$ cat src/rtl/lcm_meas_ctrl.sv
// Measurement sequencer for the dual modulo-counter datapath: loads a modulus pair,
// releases the counters and times the first cycle in which both carry-outs coincide.
module lcm_meas_ctrl #(
    parameter int CYC_W = 20
) (
    input  logic             CLK,
    input  logic             rst_n,
    input  logic             start,
    input  logic             abort,
    input  logic [9:0]       modA_in,
    input  logic [9:0]       modB_in,
    input  logic             CoutA,
    input  logic             CoutB,
    output logic [9:0]       cntA_Module,
    output logic [9:0]       cntB_Module,
    output logic             cnt_rst_n,
    output logic             busy,
    output logic             done,
    output logic             err,
    output logic             timeout,
    output logic [CYC_W-1:0] period,
    output logic [CYC_W-1:0] wrapsA,
    output logic [CYC_W-1:0] wrapsB
);

    typedef enum logic [1:0] {
        S_IDLE = 2'd0,
        S_LOAD = 2'd1,
        S_RUN  = 2'd2,
        S_DONE = 2'd3
    } state_t;

    localparam logic [CYC_W-1:0] CYC_MAX  = {CYC_W{1'b1}};
    localparam logic [CYC_W-1:0] CYC_ZERO = {CYC_W{1'b0}};
    localparam logic [CYC_W-1:0] CYC_ONE  = {{(CYC_W-1){1'b0}}, 1'b1};

    state_t           state_q, state_d;
    logic [9:0]       moda_q, moda_d, modb_q, modb_d;
    logic [CYC_W-1:0] cyc_q, cyc_d, cyc_now_s;
    logic [CYC_W-1:0] period_q, period_d, wra_q, wra_d, wrb_q, wrb_d;
    logic             to_q, to_d, busy_q, busy_d, done_q, done_d;
    logic             err_q, err_d, crst_q, crst_d;

    // Next-state and next-output computation; abort wins over any RUN-cycle update.
    always_comb begin
        state_d   = state_q;
        moda_d    = moda_q;
        modb_d    = modb_q;
        cyc_d     = cyc_q;
        period_d  = period_q;
        wra_d     = wra_q;
        wrb_d     = wrb_q;
        to_d      = to_q;
        err_d     = 1'b0;
        cyc_now_s = cyc_q + CYC_ONE;
        case (state_q)
            S_IDLE: begin
                if (start) begin
                    if ((modA_in < 10'd2) || (modB_in < 10'd2)) begin
                        err_d = 1'b1;
                    end else begin
                        moda_d   = modA_in;
                        modb_d   = modB_in;
                        cyc_d    = CYC_ZERO;
                        period_d = CYC_ZERO;
                        wra_d    = CYC_ZERO;
                        wrb_d    = CYC_ZERO;
                        to_d     = 1'b0;
                        state_d  = S_LOAD;
                    end
                end else begin
                    state_d = S_IDLE;
                end
            end
            S_LOAD: begin
                if (abort) begin
                    state_d = S_IDLE;
                end else begin
                    state_d = S_RUN;
                end
            end
            S_RUN: begin
                if (abort) begin
                    state_d = S_IDLE;
                end else begin
                    cyc_d = cyc_now_s;
                    wra_d = wra_q + {{(CYC_W-1){1'b0}}, CoutA};
                    wrb_d = wrb_q + {{(CYC_W-1){1'b0}}, CoutB};
                    // Coincidence takes precedence over saturation in the same cycle.
                    if (CoutA && CoutB) begin
                        period_d = cyc_now_s;
                        state_d  = S_DONE;
                    end else if (cyc_now_s == CYC_MAX) begin
                        period_d = CYC_MAX;
                        to_d     = 1'b1;
                        state_d  = S_DONE;
                    end else begin
                        state_d = S_RUN;
                    end
                end
            end
            S_DONE: begin
                state_d = S_IDLE;
            end
            default: begin
                state_d = S_IDLE;
            end
        endcase
        busy_d = (state_d == S_LOAD) || (state_d == S_RUN);
        crst_d = (state_d == S_RUN);
        done_d = (state_d == S_DONE);
    end

    // State and registered outputs.
    always_ff @(posedge CLK or negedge rst_n) begin
        if (!rst_n) begin
            state_q  <= S_IDLE;
            moda_q   <= 10'd0;
            modb_q   <= 10'd0;
            cyc_q    <= CYC_ZERO;
            period_q <= CYC_ZERO;
            wra_q    <= CYC_ZERO;
            wrb_q    <= CYC_ZERO;
            to_q     <= 1'b0;
            busy_q   <= 1'b0;
            done_q   <= 1'b0;
            err_q    <= 1'b0;
            crst_q   <= 1'b0;
        end else begin
            state_q  <= state_d;
            moda_q   <= moda_d;
            modb_q   <= modb_d;
            cyc_q    <= cyc_d;
            period_q <= period_d;
            wra_q    <= wra_d;
            wrb_q    <= wrb_d;
            to_q     <= to_d;
            busy_q   <= busy_d;
            done_q   <= done_d;
            err_q    <= err_d;
            crst_q   <= crst_d;
        end
    end

    assign cntA_Module = moda_q;
    assign cntB_Module = modb_q;
    assign cnt_rst_n   = crst_q;
    assign busy        = busy_q;
    assign done        = done_q;
    assign err         = err_q;
    assign timeout     = to_q;
    assign period      = period_q;
    assign wrapsA      = wra_q;
    assign wrapsB      = wrb_q;

endmodule

$ cat config.mk
export PLATFORM = sky130hd
export DESIGN_NAME = lcm_meas_ctrl
export DESIGN_NICKNAME = d
export VERILOG_FILES = /design/src/rtl/lcm_meas_ctrl.sv
export SDC_FILE = /design/constraint.sdc
export NUM_CORES = 1
export LEC_CHECK = 0
export ABC_AREA = 1
export CAP_MARGIN = 20
export CORE_AREA = 2 2 113 115
export DETAILED_ROUTE_END_ITERATION = 6
export DIE_AREA = 0 0 115 117
export GPL_ROUTABILITY_DRIVEN = 0
export GPL_TIMING_DRIVEN = 0
export PLACE_DENSITY = 0.8
export SLEW_MARGIN = 20
export SYNTH_ARGS = -nofsm -noshare
export SYNTH_HDL_FRONTEND = slang
export SYNTH_SLANG_ARGS = --single-unit
$ cat constraint.sdc
create_clock -name CLK -period 1.96 [get_ports CLK]
set_input_delay 0.294 -clock CLK [delete_from_list [all_inputs] [get_ports CLK]]
set_output_delay 0.294 -clock CLK [all_outputs]
set_load 0.02 [all_outputs]
==> results <==
[area by class of cell]
type	instances	area share [%]
clock buffers	10	2.926
clock inverters	5	1.007
multi-input cells	510	36.64
repair buffers	142	17.86
plain buffers	23	1.743
inverters	63	3.213
flip-flops and latches	107	34.21
well taps	150	2.398
[synthesized netlist by cell type, types with 8 or more instances]
library cell / instances
a21oi_1: 20
clkbuf_1: 14
dfrtp_1: 107
ha_1: 8
inv_1: 55
nand2_1: 225
nand3_1: 37
nand3_2: 22
nand4_1: 12
nor2_1: 52
nor2_2: 8
nor3_1: 20
o211ai_1: 14
o21ai_0: 37
[power groups by stage]
stage | combinational, mW | clock [mW] | sequential, mW
final | 1.25 | 1.93 | 2.48
after global routing | 1.34 | 2.04 | 2.49
after CTS | 1.20 | 1.94 | 2.48
after detailed placement | 1.13 | 0 | 2.52
after global placement | 1.11 | 0 | 2.52
after floorplan | 0.373 | 0 | 2.70
[cells by family (layout without fill, tap and decap cells)]
logic type                 Yosys count  in the layout  share of synthesized area [%]
DFF                                107            107                          47.48
xor gates and xnor gates             7              7                          1.087
AOI/OAI and AO/OA                   91             91                          9.497
and+or+nand+nor                    404            404                          33.70
adders and majority gates            8              8                          1.775
buffers and inverters               87            243                          6.457
[worst max-delay path: cells and delay by family (launching register included)]
family	cells	cell delay [ps]
fa+ha+maj	2	440
buf+inv	4	200
flops	1	430
simple gates	11	1170
[path summary, 6_finish.rpt]
check,to,slack [ps],depth (start not counted)
max in group asynchronous,cyc_q[13],860,3
worst max-delay path,busy,-390,17
worst max register to register,busy,-390,17
worst min-delay path,wrapsA[11],460,2
min in group CLK,cntA_Module[3],470,2
worst min register to register,cntA_Module[3],470,2
[registers in the layout (all words and copies together) (netlist names)]
signal	cells
busy	1
cntA_Module	10
cntB_Module	10
cnt_rst_n	1
cyc_q	20
done	1
err	1
period	20
state_q	2
timeout	1
wrapsA	20
wrapsB	20
[per-stage QoR]
stage | util (%) | cells | hold slack, ps
4_1_cts | 61.53 | 1003 | 466.7
2_1_floorplan | - | 704 | -1.591
3_5_place_dp | 56.57 | 965 | 259.8
3_3_place_gp | 56.33 | 964 | 452.4
6_report | 63.57 | 1010 | 455.8
5_1_grt | 63.57 | 1010 | 483.1
[layer usage]
layer | GRT usage (%) | wire, microns | up-vias
met5 | 0 | 0 | -
met4 | 10.60 | 570 | 0
met2 | 39.37 | 8129 | 227
li1 | - | - | 2615
met1 | 29.10 | 6763 | 2682
met3 | 3.913 | 910 | 49
[repair_timing]
item | in CTS | in global routing
pin swaps | 25 | 45
gates resized for setup | 38 | 52
gates cloned | 1 | 1
buffers inserted | 22 | 7
endpoints found under the setup margin | 94 | 81
hold endpoints to repair | 47 | 0
hold buffers | 1 | 0
==> metrics.cfg <==
[status]
run_status = finished with violations
failed_checks = negative setup slack

[final_layout]
n_antenna_cell = 0
finalNetCount = 890
most_frequent_standard_cell_in_the_layout_excluding_fill_and_tap_cells = nand2_1
multi_input_comb_area_sq_um = 2868
fillers = 967
finish.instance_area_sq_um = 7826
final_layout_size_suffix_gt1_share_pct = 19.19
layout-area-overhead-vs-synth_pct = 38.78
reg_area_sq_um = 2678
most-common-layout-cells = nand2_1 (210), clkdlybuf4s50_1 (109), dfrtp_1 (107)

[timing]
final-max-slew-violation-count = 0
post-route-min-period_ps = 2355
clock_skew_ps = 7.586
finalSetupViolations = 26
timing.fmax_mhz = 424.6
worst_slew_pin_slew_ps = 677.3
max_slew_margin_pct = 54.85
finalHoldViolCount = 0
setup_repair_after_global_routing_missed_its_margin = yes
post_route_setup_slack_ps = -395.0
post-route-period-util_pct = 120.2
setup_tns_ps = -8580

[logic_synthesis]
async_reset_ff_share_pct = 100.0
netlist-cell-type-count = 39
synth_edf_count = 0
post_synth_instance_area_sq_um = 5639
avgSynthCellArea_sq_um = 8.010
top_post_synthesis_cells_by_area = dfrtp_1 (47%), nand2_1 (15%), nand3_2 (3.9%)
synth-seq-area-share_pct = 47.48
dominantRegCellSynth = dfrtp_1
post-synth-top-area-fraction_pct = 47.48
number_of_flip_flops_and_latches_in_the_synthesized_netlist = 107
warnings_from_yosys = 0
synth.net_count = 738
netlist.top_cell.by_area = dfrtp_1
postSynthCellCount = 704

[placed_design]
detailedPlace.worstSlack_ps = -683.8
placement.io_buffers = 110
detailedPlacementHpwl_microns = 10710
placed_cell_area_sq_um = 6964

[die]
die_h_microns = 117
placementRows = 41
io_pins = 111
die_w_microns = 115
initial_utilization_pct = 45.80
core-area_sq_um = 12310
die-area_sq_um = 13460

[power]
internal-power_mw = 3.990
cellPowerDensity_nw_per_um2 = 722.2
vdd_drop_max_v = 0.0003948
switching_share_pct = 29.41
power_frac_seq_pct = 43.9
p_switching_mw = 1.662
comb_power_share_pct = 22.0
overall_power_after_layout_mw = 5.652
total_leakage_power_nw = 3.457
clock_power_share_pct = 34.1

[drt]
firstDrtPassIters = 5
drt_first_iter_violations = 571
detail_route.drc_violations = 0
drt_wl_total_microns = 16370
dr_total_vias = 5573
routed_via_density = 5.518
antenna_viol_nets_final = 0
drt-wirelength-per-cell_microns = 16.21

[cts]
tritoncts.num_buffers = 9
cts.root.buffer_cell = clkbuf_16
tritoncts_clock_tree = done
htreeDepth = 3
clk_latency_ps = 350
number_of_sinks_driven_by_the_clock_tree = 107
cts.clk_slew.worst_paths_ps = 70
cts-root-to-sink-buffers = 2

[setup_path]
worstSetupPathType = flip-flop to flip-flop
worst_ep_arrival_time_ps = 2610
worstSetupEndpointType = flip-flop
crit-reg2reg-launch = cyc_q[1]
crit_slowest_cell = dfrtp_1
worstPathCellList = ha_4 > buf_4 > inv_1 > nand2_1 > nand2_2 > nor2_2 > nand3_2 > nor2_2 > nand3_2 > nor2_4 > nand3_2 > nand2_4 > nand2_4 > nand2_4 > inv_4 > ha_4 > inv_2
crit_required_ps = 2210
worstPathMaxFanout = 3
cp-start-kind = flip-flop
crit_path_start = cyc_q[1]
slowest_delay_ps = 430

[global_route]
grt_max_degree = 61
first_global_vias = 5148
grt_util_all_layers_pct = 23.16
gr-total-overflow = 0
grt_pass1_wl_microns = 24630
grt_antenna_before_repair = 0

[min_path]
worst_hold_path_type = input pin to async pin

[flow_run]
drv_cap = 0

No activity file was read; power rests on OpenSTA's default activity.
